==> src/rtl/hart_mailbox_reg.sv <==
// Inter-hart mailbox on a zero-wait register bus: one 32-bit FIFO per hart,
// pushed by any hart through DATA writes, popped by its owner through DATA
// reads, with a per-hart level interrupt while messages are pending.

package hart_mailbox_pkg;
  typedef struct packed {
    logic [31:0] addr;
    logic        write;
    logic [31:0] wdata;
    logic [3:0]  wstrb;
    logic        valid;
  } reg_req_t;

  typedef struct packed {
    logic [31:0] rdata;
    logic        error;
    logic        ready;
  } reg_rsp_t;
endpackage

module hart_mailbox_reg #(
  parameter int unsigned NHARTS = 3,
  parameter int unsigned DEPTH  = 4,
  parameter type reg_req_t = hart_mailbox_pkg::reg_req_t,
  parameter type reg_rsp_t = hart_mailbox_pkg::reg_rsp_t
) (
  input  logic              clk_i,
  input  logic              rst_ni,
  input  reg_req_t          reg_req_i,
  output reg_rsp_t          reg_rsp_o,
  output logic [NHARTS-1:0] irq_o
);

  localparam int unsigned PW = $clog2(DEPTH);
  localparam int unsigned CW = PW + 1;
  localparam int unsigned HW = (NHARTS > 1) ? $clog2(NHARTS) : 1;

  logic [31:0]       mem_q    [NHARTS][DEPTH];
  logic [PW-1:0]     wr_ptr_q [NHARTS];
  logic [PW-1:0]     rd_ptr_q [NHARTS];
  logic [CW-1:0]     count_q  [NHARTS];
  logic [NHARTS-1:0] irq_en_q;
  logic [NHARTS-1:0] empty;
  logic [NHARTS-1:0] full;

  logic [3:0]    hart;
  logic [1:0]    sel;
  logic          hart_ok;
  logic [HW-1:0] hidx;
  logic          push;
  logic          pop;
  logic          ctrl_we;
  reg_rsp_t      rsp;
  logic          unused_addr;

  assign hart        = reg_req_i.addr[7:4];
  assign sel         = reg_req_i.addr[3:2];
  assign hart_ok     = {28'b0, hart} < NHARTS;
  // Clamp the index so out-of-range harts never address past the arrays.
  assign hidx        = hart_ok ? hart[HW-1:0] : '0;
  assign unused_addr = ^{reg_req_i.addr[31:8], reg_req_i.addr[1:0]};

  // Per-hart FIFO flags and the level interrupt, from registered state only.
  always_comb begin
    for (int h = 0; h < NHARTS; h++) begin
      empty[h] = (count_q[h] == '0);
      full[h]  = (count_q[h] == CW'(DEPTH));
    end
    irq_o = irq_en_q & ~empty;
  end

  // Address decode, response data/error and the single per-cycle FIFO/CTRL op.
  always_comb begin
    rsp       = '0;
    push      = 1'b0;
    pop       = 1'b0;
    ctrl_we   = 1'b0;
    rsp.ready = reg_req_i.valid;
    if (reg_req_i.valid) begin
      if (!hart_ok) begin
        rsp.error = 1'b1;
      end else begin
        unique case (sel)
          2'd0: begin
            if (reg_req_i.write) begin
              if (reg_req_i.wstrb != 4'hF || full[hidx]) rsp.error = 1'b1;
              else                                         push      = 1'b1;
            end else if (empty[hidx]) begin
              rsp.error = 1'b1;
            end else begin
              pop       = 1'b1;
              rsp.rdata = mem_q[hidx][rd_ptr_q[hidx]];
            end
          end
          2'd1: begin
            if (reg_req_i.write) begin
              rsp.error = 1'b1;
            end else begin
              rsp.rdata[15:0] = 16'(count_q[hidx]);
              rsp.rdata[16]   = empty[hidx];
              rsp.rdata[17]   = full[hidx];
            end
          end
          2'd2: begin
            if (reg_req_i.write) ctrl_we      = reg_req_i.wstrb[0];
            else                 rsp.rdata[0] = irq_en_q[hidx];
          end
          default: rsp.error = 1'b1;
        endcase
      end
    end
  end

  assign reg_rsp_o = rsp;

  // Pointer, count and irq-enable state; flush rewinds one FIFO to empty.
  always_ff @(posedge clk_i or negedge rst_ni) begin
    if (!rst_ni) begin
      for (int h = 0; h < NHARTS; h++) begin
        wr_ptr_q[h] <= '0;
        rd_ptr_q[h] <= '0;
        count_q[h]  <= '0;
      end
      irq_en_q <= '0;
    end else begin
      if (push) begin
        wr_ptr_q[hidx] <= wr_ptr_q[hidx] + PW'(1);
        count_q[hidx]  <= count_q[hidx] + CW'(1);
      end
      if (pop) begin
        rd_ptr_q[hidx] <= rd_ptr_q[hidx] + PW'(1);
        count_q[hidx]  <= count_q[hidx] - CW'(1);
      end
      if (ctrl_we) begin
        irq_en_q[hidx] <= reg_req_i.wdata[0];
        if (reg_req_i.wdata[1]) begin
          wr_ptr_q[hidx] <= '0;
          rd_ptr_q[hidx] <= '0;
          count_q[hidx]  <= '0;
        end
      end
    end
  end

  // FIFO storage; contents are don't-care until written, so no reset.
  always_ff @(posedge clk_i) begin
    if (push) mem_q[hidx][wr_ptr_q[hidx]] <= reg_req_i.wdata;
  end

endmodule
==> config.mk <==
export PLATFORM = sky130hd
export DESIGN_NAME = hart_mailbox_reg
export DESIGN_NICKNAME = d
export VERILOG_FILES = /design/src/rtl/hart_mailbox_reg.sv
export SDC_FILE = /design/constraint.sdc
export NUM_CORES = 1
export LEC_CHECK = 0
export BUFFER_PORTS_ARGS = -buffer_cell sky130_fd_sc_hd__buf_4
export CORE_MARGIN = 1.5
export CORE_UTILIZATION = 54
export CTS_CLUSTER_DIAMETER = 100
export DETAILED_ROUTE_END_ITERATION = 8
export PLACE_DENSITY = 0.8
export SYNTH_ARGS = -nofsm -noshare
export SYNTH_HDL_FRONTEND = slang
export SYNTH_SLANG_ARGS = --single-unit
==> constraint.sdc <==
create_clock -name clk_i -period 2.5 [get_ports clk_i]
set_clock_uncertainty 0.1 [all_clocks]
set_input_delay 0.25 -clock clk_i [delete_from_list [all_inputs] [get_ports clk_i]]
set_output_delay 0.25 -clock clk_i [all_outputs]
set_load 0.05 [all_outputs]
# == Yosys cells after proc, flatten, opt, wreduce, memory -nomap -nowiden ==
# Memories as Yosys holds them, arrays and structs flattened.
# Cells that the tools add are included.
# totals
mem_count,1
ram_bits,384
elab_cells,120
out_inout_bits,37
input_bits,72
register_bits,24
# mem_list
memory,depth,width,rd,rd_clocked_by_memory_dff,wr,line_no,rtl
mem_q,3,128,1,0,1,38,logic [31:0] mem_q [NHARTS][DEPTH];
# classes
n_eq_ne,6
n_addsub,4
muxes,73
reduce_logical,8
bitwise,10
magnitude_cmp,8
# ops
cell,n
$mux 32,6
$mux 128,1
$bmux 32 s2,1
$demux 32 s2,1
$mux 6,6
$mux 9,4
$pmux 17 s2,1
$mux 33,1
$mux 1,25
$bwmux 9,2
$mux 18,1
$mux 14,1
$and 6x6->6,2
$bwmux 6,2
$mux 2,6
$and 9x9->9,1
$eq 3x3->1 const B,3
$ge 3x3->1 const B,3
$logic_not 3->1,3
$mux 3,3
$not 2->3,3
$not 9->9,1
$bmux 2 s2,2
$bmux 1 s2,3
22 further kinds,27

# == Logic depth before layout (Yosys ltp) ==
# logic_depth
ltp_word,16
ltp_mapped,13
ltp_nobuf,9

# == Least setup slack after synthesis ==
# No wires, ideal clock.
# synth_timing
kind,input to output
startpoint,in reg_req_i[44] in the netlist's numbering
endpoint,out reg_rsp_o[10] in the netlist's numbering
t_arrival_ns,2.827
t_required_ns,2.150
slack_ns,-0.677
path_buffers,4
cell_stages,8
path_cell_list,buf_2 > or2_2 > clkbuf_1 > nor2_4 > buf_2 > clkbuf_1 > o22ai_1 > a211oi_1
# synth_lines
item,line_no,rtl
from (decl),29,"input reg_req_t reg_req_i,"
to (decl),30,"output reg_rsp_t reg_rsp_o,"

==> impl_metrics.csv <==
group,metric,value,unit
drt,viasPerCell,7.03,
logic_synthesis,synth_cell_types,68,
grt,grt_use_total,0.349,
cells_and_area,syn_to_final_growth,39.2,%
drt,drtIter0Drc,2090,
grt,grt_overflow,0,
cells_and_area,nFillCells,1511,
clock_network,cts-buffers-inserted,41,
cells_and_area,multiInputGateArea,5840,sq um
sta,finalCritPeriodShare,1.22,
cells_and_area,final_common_cell,"edfxtp_1",
clock_network,cts_tree,"done",
clock_network,clkSlewWorstSetupHoldPaths,60,ps
worst_setup_path,critPathMaxFanout,8,
worst_setup_path,arrival,2710,ps
drt,ant_nets,0,
power_and_ir_drop,p_per_area,709,nW/um^2
cells_and_area,final_layout_size_suffix_gt1_frac,0.409,
sta,post-route-min-period,3060,ps
logic_synthesis,synth_nets,1264,
sta,fin_hold_ws,62.2,ps
sta,max_slew_margin,0.661,
worst_setup_path,rr_worst_depth,10,
logic_synthesis,netlist_area,16700,sq um
logic_synthesis,syn_inst,1186,
sta,clock.fmax,327,MHz
placed_design,place_ws,-230,ps
worst_setup_path,rrSetupSlack,230,ps
logic_synthesis,avgSynthCellArea,14.1,sq um
placed_design,dp_hpwl,25700,um
worst_setup_path,worstSetupPathType,"reg -> out",
worst_setup_path,cp.required,2150,ps
clock_network,insertion_delay,530,ps
sta,rsz0062_at_grt,"yes",
clock_network,cts_root_buf,"clkbuf_16",
cells_and_area,nets,1532,
drt,wl_per_cell,30.8,um
clock_network,clock_sinks,408,
worst_setup_path,timing.rr.end,"rd_ptr_q[5]",
drt,dr.pass1.iters,6,
logic_synthesis,synth_flop_cell,"edfxtp_1",
power_and_ir_drop,ir_worst_vdd,0.729,mV
sta,tightest_slew,509,ps
grt,grt_pass1_vias,13100,
die,die_x,179,um
outcome,violations,"negative setup slack",
job,max_cap_viol_count,0,
placed_design,portBuffers,82,
die,die_h,179,um
outcome,outcome,"finished, violations left",
grt,grt_max_degree,51,
sta,finalSetupViolations,32,
cells_and_area,final_cell_mix,"edfxtp_1 (384), buf_4 (169), o22ai_1 (119)",
power_and_ir_drop,power.leakage,7.87,nW
sta,setup_ws,-560,ps
drt,vias,13200,
drt,drc,0,
clock_network,cts_max_level,2,
grt,antenna_found_initial,0,
grt,grt_pass1_wl,80700,um
logic_synthesis,ys_warn_count,0,
logic_synthesis,synth_edf_count,384,
logic_synthesis,yosysSeqAreaShare,0.728,
die,core-area,30500,sq um
clock_network,cts_buffer_depth,3,
cells_and_area,seqCellArea,12100,sq um
sta,hold_viol,0,
placed_design,gp_congestion,0.922,
die,start_util,0.546,
die,rows,64,
worst_setup_path,r2r-start,"rd_ptr_q[5]",
logic_synthesis,ys_ff_latch,408,
logic_synthesis,async_reset_ff_frac,0.0588,
die,die_area,31900,sq um
worst_setup_path,crit_path_end_kind,"primary output",
worst_hold_path,min_path_type,"in -> async",
cells_and_area,num_antenna_cells,0,
worst_setup_path,cp-start-kind,"flop",
drt,drt_wl_total,57900,um
die,pin_count,109,
sta,drv_slew,0,
-- flip-flops by register name, summed over array words and instances, names as in the netlist --
register / count
count_q: 9
rd_ptr_q: 6
wr_ptr_q: 6
irq_en_q: 3
mem_q: 384
-- worst max-delay path, stage by stage, from the launching register on --
cell and delay, ps:
dfrtp_1 420, buf_4 170, o221a_4 360, buf_12 170
buf_16 160, nor3_1 300, nor3_2 130, a211oi_2 260
buf_6 200
-- synth_stat cells (8+ instances only) --
cell        n  share of area
nor2b_1     8         0.0030
mux2i_1     8         0.0048
o21ai_0    27         0.0081
buf_2      22         0.0066
o22ai_1   150          0.056
and2_1     15         0.0056
clkbuf_1   51          0.011
nor2_1    135          0.030
a211oi_1   33          0.015
dfrtp_1    24          0.036
mux2_2     30          0.020
nand2_1    30         0.0068
buf_1      12         0.0027
a21oi_1    31         0.0093
edfxtp_1  384           0.69
nor3_1    104          0.031
-- per-layer routing --
layer	GRT usage	wire (um)	up-vias
li1	-	-	5201
met1	0.419	18800	6318
met2	0.583	28000	1342
met3	0.0844	7200	356
met4	0.187	3920	0
met5	0	0	-
-- how the worst max path moves through the flow --
stage | end | cells past startpoint | startpoint
finish | reg_rsp_o[21] | 8 | rd_ptr_q[5]
global route | reg_rsp_o[17] | 11 | rd_ptr_q[5]
CTS | reg_rsp_o[16] | 10 | rd_ptr_q[3]
detailed placement | reg_rsp_o[5] | 9 | reg_req_i[42]
global placement | reg_rsp_o[19] | 10 | reg_req_i[45]
floorplan | reg_rsp_o[19] | 9 | reg_req_i[44]
-- area by class of cell --
class                      count  area share
sequential                   408       0.523
multi-input combinational    685       0.252
timing repair buffer         312       0.149
clock buffer                  53      0.0462
tap                          396      0.0214
clock inverter                19     0.00777
inverter                       6    0.000971
-- cell families (layout without fill, tap and decap cells) --
kind of cell               count (synthesis)  count (layout)  synth area share
AOI/OAI and AO/OA                        300             301             0.119
xor gates and xnor gates                   3               3           0.00158
adders and majority gates                  6               6           0.00450
buffers and inverters                     94             390            0.0239
DFF                                      408             408             0.728
muxes                                     39              39            0.0260
and+or+nand+nor                          336             336            0.0974
-- repair_timing --
action / 4_1_cts / 5_1_grt
resized for setup: 238 / 105
setup buffers: 23 / 16
hold buffers: 33 / 0
endpoints found under the hold margin: 408 / 0
pin swaps: 82 / 78
gates cloned: 12 / 0
endpoints found under the setup margin: 33 / 33
-- report_power, final --
group	internal, mW	total (mW)	switching (mW)
registers	7.50	7.56	0.0635
clock network	3.35	6.05	2.70
logic	1.22	2.84	1.62
-- metrics by stage --
step                       util  cell area (sq um)  TNS, ps  power, mW  instances
after global routing      0.760              23200   -16060       16.7       1879
after CTS                 0.742              22700   -12850       15.9       1868
after global placement    0.640              19500    -9820       9.44       1732
final                     0.760              23200   -14420       16.5       1879
after floorplan               -              17000   -14600       8.72       1186
after detailed placement  0.640              19500   -15440       9.48       1732
Power figures use the tool's default switching activity.
